<file path="src/rtl/ir_beacon_tx.sv">
// IR beacon transmitter: sends a 4-bit station code as a pulse-distance
// frame (start mark/space, four LSB-first bits, stop mark, idle gap)
// with the marks modulated by a square-wave carrier.
module ir_beacon_tx #(
  parameter int CARRIER_HALF = 1316,
  parameter int UNIT_LEN     = 52632,
  parameter int GAP_UNITS    = 8
) (
  input  logic       clk,
  input  logic       rst_n,
  input  logic       start,
  input  logic [3:0] code,
  output logic       ir_out,
  output logic       envelope,
  output logic       busy,
  output logic       done
);

  localparam int UW = (UNIT_LEN > 1) ? $clog2(UNIT_LEN) : 1;
  localparam int CW = (CARRIER_HALF > 1) ? $clog2(CARRIER_HALF) : 1;
  localparam logic [UW-1:0] UNIT_LAST = UW'(UNIT_LEN - 1);
  localparam logic [CW-1:0] CARR_LAST = CW'(CARRIER_HALF - 1);
  localparam logic [3:0]    GAP_LAST  = 4'(GAP_UNITS - 1);

  typedef enum logic [2:0] {
    IDLE,
    START_MARK,
    START_SPACE,
    BIT_MARK,
    BIT_SPACE,
    STOP_MARK,
    GAP
  } state_t;

  state_t          state;
  logic [UW-1:0]   unit_cnt;
  logic [3:0]      units_left;
  logic [CW-1:0]   carr_cnt;
  logic            carrier;
  logic [1:0]      bit_idx;
  logic [3:0]      code_q;

  // Frame sequencer: unit timing, state walk, carrier and registered outputs.
  // Transition branches assign carrier/ir_out after the free-running carrier
  // update so that the later assignment (phase restart) takes effect.
  always_ff @(posedge clk or negedge rst_n) begin
    if (!rst_n) begin
      state      <= IDLE;
      unit_cnt   <= '0;
      units_left <= '0;
      carr_cnt   <= '0;
      carrier    <= 1'b0;
      bit_idx    <= '0;
      code_q     <= '0;
      ir_out     <= 1'b0;
      envelope   <= 1'b0;
      busy       <= 1'b0;
      done       <= 1'b0;
    end else begin
      done <= 1'b0;
      if (state == IDLE) begin
        if (start) begin
          code_q     <= code;
          bit_idx    <= '0;
          state      <= START_MARK;
          units_left <= 4'd3;
          unit_cnt   <= '0;
          busy       <= 1'b1;
          envelope   <= 1'b1;
          carrier    <= 1'b1;
          carr_cnt   <= '0;
          ir_out     <= 1'b1;
        end
      end else begin
        if (carr_cnt == CARR_LAST) begin
          carr_cnt <= '0;
          carrier  <= ~carrier;
          ir_out   <= envelope & ~carrier;
        end else begin
          carr_cnt <= carr_cnt + CW'(1);
          ir_out   <= envelope & carrier;
        end

        if (unit_cnt != UNIT_LAST) begin
          unit_cnt <= unit_cnt + UW'(1);
        end else begin
          unit_cnt <= '0;
          if (units_left != 4'd0) begin
            units_left <= units_left - 4'd1;
          end else begin
            carrier  <= 1'b1;
            carr_cnt <= '0;
            case (state)
              START_MARK: begin
                state      <= START_SPACE;
                units_left <= 4'd1;
                envelope   <= 1'b0;
                ir_out     <= 1'b0;
              end
              START_SPACE: begin
                state      <= BIT_MARK;
                units_left <= 4'd0;
                envelope   <= 1'b1;
                ir_out     <= 1'b1;
              end
              BIT_MARK: begin
                state      <= BIT_SPACE;
                units_left <= code_q[bit_idx] ? 4'd2 : 4'd0;
                envelope   <= 1'b0;
                ir_out     <= 1'b0;
              end
              BIT_SPACE: begin
                state      <= (bit_idx == 2'd3) ? STOP_MARK : BIT_MARK;
                bit_idx    <= bit_idx + 2'd1;
                units_left <= 4'd0;
                envelope   <= 1'b1;
                ir_out     <= 1'b1;
              end
              STOP_MARK: begin
                state      <= GAP;
                units_left <= GAP_LAST;
                envelope   <= 1'b0;
                ir_out     <= 1'b0;
              end
              GAP: begin
                state    <= IDLE;
                busy     <= 1'b0;
                done     <= 1'b1;
                envelope <= 1'b0;
                ir_out   <= 1'b0;
              end
              default: begin
                state    <= IDLE;
                busy     <= 1'b0;
                envelope <= 1'b0;
                ir_out   <= 1'b0;
              end
            endcase
          end
        end
      end
    end
  end

endmodule

</file>
<file path="config.mk">
export PLATFORM = sky130hd
export DESIGN_NAME = ir_beacon_tx
export DESIGN_NICKNAME = d
export VERILOG_FILES = /design/src/rtl/ir_beacon_tx.sv
export SDC_FILE = /design/constraint.sdc
export NUM_CORES = 1
export LEC_CHECK = 0
export BUFFER_PORTS_ARGS = -buffer_cell sky130_fd_sc_hd__buf_2
export CORE_MARGIN = 8
export CORE_UTILIZATION = 31
export CTS_BUF_LIST = sky130_fd_sc_hd__clkbuf_4
export DETAILED_ROUTE_END_ITERATION = 16
export GPL_TIMING_DRIVEN = 0
export PLACE_DENSITY = 0.47
export SYNTH_ARGS = -nofsm -noshare
export SYNTH_HDL_FRONTEND = slang
export SYNTH_SLANG_ARGS = --single-unit
</file>
<file path="constraint.sdc">
create_clock -name clk -period 2.5 [get_ports clk]
set_input_delay 0.375 -clock clk [delete_from_list [all_inputs] [get_ports clk]]
set_output_delay 0.375 -clock clk [all_outputs]
set_load 0.02 [all_outputs]
</file>
After elaboration in Yosys (flattened, before gate mapping)
Cells that the tools add are included.
{"block": "word_totals", "mem_bits_ro": 0, "wordCells": 91, "register_bits": 45, "input_bits": 7, "output_inout_bits": 4, "memories": 0, "latch_bits": 0, "ram_bits": 0}
{"block": "classes", "n_reduce_logical": 11, "n_mul": 0, "n_bitwise": 3, "n_lt_le_gt_ge": 1, "eq_ne": 13, "mux": 48, "div": 0, "n_addsub": 4, "shifts": 0}
{"operator": "$mux W11", "n": 5}
{"operator": "$mux W16", "n": 3}
{"operator": "$mux W1", "n": 22}
{"operator": "$add A16 B1 Y16 const B", "n": 1}
{"operator": "$mux W4", "n": 4}
{"operator": "$ne A16 B16 Y1 const B", "n": 1}
{"operator": "$pmux W4 S4", "n": 1}
{"operator": "$mux W3", "n": 5}
{"operator": "$pmux W3 S5", "n": 1}
{"operator": "$mux W2", "n": 6}
{"operator": "$add A11 B1 Y11 const B", "n": 1}
{"operator": "$eq A11 B11 Y1 const B", "n": 1}
{"operator": "$eq A3 B3 Y1 const B", "n": 3}
{"operator": "$reduce_and A4 Y1", "n": 2}
{"operator": "$eq A3 B2 Y1 const B", "n": 2}
{"operator": "$ne A2 B2 Y1 const B", "n": 3}
{"operator": "$reduce_and A3 Y1", "n": 2}
{"operator": "$reduce_bool A6 Y1", "n": 1}
{"operator": "$reduce_or A5 Y1", "n": 1}
{"operator": "$reduce_bool A4 Y1", "n": 1}
{"operator": "$sub A4 B1 Y4 const B", "n": 1}
{"operator": "$eq A3 B1 Y1 const B", "n": 1}
{"operator": "$logic_not A3 Y1", "n": 1}
{"operator": "$lt A2 B3 Y1 const B", "n": 1}
{"operator": "9 further kinds", "n": 10}

Depth between registers and ports, before layout
{"block": "depth", "depth_word": 7, "ltp_mapped": 8}

Worst setup path before layout
No wires, ideal clock.
{"block": "synth_path", "path_type": "register to register", "from": "register unit_cnt[0]", "to": "register units_left[1]", "setup_time_ps": 125, "n_path_buf": 1, "stages_incl_launch_ff": 7, "t_required_ps": 2375, "path_slack_ps": 682, "arrival_ps": 1693, "path_cell_list": "dfrtp_1 -> ha_1 -> and4b_1 -> and4_1 -> buf_6 -> o211ai_2 -> mux2_4"}
{"block": "synth_between", "elab_chain_len": 3}
{"item": "start, declared", "line_no": "36", "text": "logic [UW-1:0] unit_cnt;"}
{"item": "start signal, assigned", "line_no": "85", "text": "unit_cnt <= unit_cnt + UW'(1);"}
{"item": "$ne A16 B16 Y1", "line_no": "84", "text": "if (unit_cnt != UNIT_LAST) begin"}
{"item": "$ne A2 B2 Y1 (no line)"}
{"item": "$reduce_and A3 Y1 (no line)"}
{"item": "end signal, assigned", "line_no": "89", "text": "units_left <= units_left - 4'd1;"}
{"item": "end signal, assigned", "line_no": "108", "text": "units_left <= code_q[bit_idx] ? 4'd2 : 4'd0;"}
{"item": "end, declared", "line_no": "37", "text": "logic [3:0] units_left;"}
No other way between the ends.
A chain may end at the register's enable or synchronous reset.

Worst setup path in the final report
{"block": "layout_path", "from": "register units_left[0]", "to": "register units_left[2]"}
{"block": "layout_between", "elab_chain_len": 4, "word_cells_on_any_way": 7, "cone_classes": "add/sub (1); mux (3); reduce/logical (3)"}
{"item": "$sub A4 B1 Y4 / $reduce_bool A4 Y1 (equally long branches)", "line_no": "89, 88"}
{"item": "$mux W4", "line_no": "88", "text": "if (units_left != 4'd0) begin"}
{"item": "$mux W4", "line_no": "84"}
{"item": "$mux W4", "line_no": "61", "text": "if (state == IDLE) begin"}
Parallel ways exist; a longest one is shown, timed or not. The select of a mux whose other input is x is not followed.

==> out/metrics.cfg <==
[run_status]
status=completed

[synthesis]
synth_ff_type=dfrtp_1
synth-seq-cells=45
synth_compound_area_share_pct=21.8
yosysWarnings=0
ys_async_sr_fraction_pct=100
synth_top_family_by_area=simple AND/OR/NAND/NOR gates
synth_edf_count=0
ys_types=62
synth_fa_ha_area_share_pct=2.30
synthMuxAreaShare_pct=4.69
syn-cell-area_um2=2720
ys_seq_area_share_pct=41.4
avgSynthCellArea_um2=9.42
synth_xor_area_share_pct=1.29
yosys.area_share.simple_pct=23.6
synth_cells=289
syn_nets=301

[worst_setup_path]
crit_path_max_fanout=7
crit_path_end=units_left[2]
reg2reg_setup_slack_ns=0.35
r2r-end=units_left[2]
ff2ff_path_depth=7
critPathArrivalTime_ns=2.41
r2r_start=units_left[0]
crit_type=reg2reg
startpoint_type=flip-flop
end_kind=flip-flop
required_ns=2.76
crit_start=units_left[0]

[sta]
slew_violations=0
skew_ns=0.00950
period_minus_slack_ns=2.15
worst_pin_slew_ns=1.05
fmax_mhz=464
worst_slack_ns=0.347
rsz0062_at_grt=false
post-route-period-util_pct=86.1
maxSlewHeadroom_pct=30.2
final.setup.tns_ns=0
setup_viol=0
holdWs_ns=0.184
hold_violations=0

[layout]
layout_commonest_cell=dfrtp_1
mostFrequentLayoutCells=45 x dfrtp_1, 32 x nand2_1, 18 x a21oi_1, 18 x nand3_1
layout.nets=318
area_delta_synth_final_pct=9.70
instances_no_fill=415
layout-drive-gt1-share_pct=16.0
antenna_cells=0

[clock_tree]
clk_pin_slew_worst_paths_ns=0.14
cts_setup_buffers=0
cts_hold_buf=0
cts_tree=yes
clock_path_buffers=2
cts_sinks=45
ctsResizeCount=0
cts-root-buf=clkbuf_4
cts_buffers=5
h-tree-depth=2
clk_latency_ns=0.36

[global_route]
grt_antenna_before_repair=0
overflow=0
grt_pass1_vias=2327
grt_start_max_net_pins=46
track_usage_pct=12.5
grt_pass1_wl_mm=12.0

[floorplanning]
dieArea_um2=12000
dieHeight_um=110
fp.dieW_um=110
num_rows=34
initial_core_util_pct=31.5
placeableCoreArea_um2=8640
ios=11

[detailed_routing]
wirelength_mm=6.82
ant_nets=0
vias=2272
drc=0
firstDrtPassIters=4
routedWlPerCell_um=16.4
drt_iter0_drc=130
vias_per_cell=5.47

[min_path]
hold_path.class=in2async

[placed_design]
place_inst=407
place_ws_ns=0.380
place_hpwl_mm=4.74
gp_congestion=0.804
port_buffers=10

[power]
p_leak_nw=1.24
p_per_area_nw_per_um2=458
peakVddDrop_uv=173
totalPowerFinal_w=0.00137

[flow_run]
maxCapViolCount=0

==> layer usage <==
metal  global-route usage (%)  share of wire (%)  vias to the layer above
met4                     4.44                1.5                        0
met2                     19.2                 46                       44
met3                     2.40                3.3                       11
met5                        0                  0                        -
met1                     17.2                 50                     1109
li1                         -                  -                     1108
==> Yosys cell counts, drive strengths merged (5+ instances only) <==
master   n  area (um^2)
buf     10         77.6
nor2    16         76.3
nand3   18         90.1
dfrtp   45         1130
nand2   33          126
mux2     6         75.1
inv     11         41.3
a22o     7         61.3
o31ai    6         55.1
nor3    15         75.1
o21ai   20          100
a21oi   20          108
a31oi    5         46.3
and3     5         31.3
and2     5         33.8
ha       5         62.6
==> per-stage QoR <==
step | util (%) | cell area, um^2
floorplan | - | 2720
global placement | 33.7 | 2910
detailed placement | 33.7 | 2910
CTS | 34.6 | 2990
global route | 34.6 | 2990
finish | 34.6 | 2990
==> worst max-delay path: stages, from the launching register on <==
cell	delay, ns
dfrtp_1	0.42
inv_1	0.11
ha_1	0.18
nor3b_2	0.51
and2_1	0.29
o21ai_1	0.09
o211ai_2	0.13
mux2_4	0.33
==> power breakdown <==
group          internal [W]  total [W]  switching [W]
registers          0.000763   0.000816      0.0000530
clock network      0.000219   0.000467       0.000247
logic             0.0000423  0.0000862      0.0000439
==> sequential cells by signal, indices dropped and copies added (netlist names), 2 cells and up <==
register and count:
unit_cnt 16, carr_cnt 11, code_q 4, units_left 4, state 3, bit_idx 2
==> worst min-delay path by stage <==
| stage | endpoint | slack, ns | depth (start not counted) |
|---|---|---|---|
| 6_report | unit_cnt[4] | 0.18 | 1 |
| 5_1_grt | code_q[3] | 0.21 | 2 |
| 3_3_place_gp | busy | 0.47 | 1 |
| 4_1_cts | code_q[2] | 0.21 | 2 |
| 3_5_place_dp | busy | 0.48 | 1 |
| 2_1_floorplan | bit_idx[0] | 0.08 | 0 |
==> cells by family after synthesis <==
kind of cell,after synthesis
AOI/OAI and AO/OA,84
xor gates and xnor gates,4
adders and majority gates,5
buffers and inverters,25
DFF,45
muxes,10
and+or+nand+nor,116
==> cell type report <==
| class | instances | area [um^2] |
|---|---|---|
| Buffer | 14 | 92.6 |
| Clock buffer | 6 | 45.0 |
| Clock inverter | 2 | 33.8 |
| Fill cell | 913 | 5650 |
| Inverter | 11 | 41.3 |
| Multi-Input combinational cell | 219 | 1460 |
| Sequential cell | 45 | 1130 |
| Tap cell | 108 | 135 |
| Timing Repair Buffer | 10 | 50.0 |
Note: power is estimated with default switching activity, not from simulation.
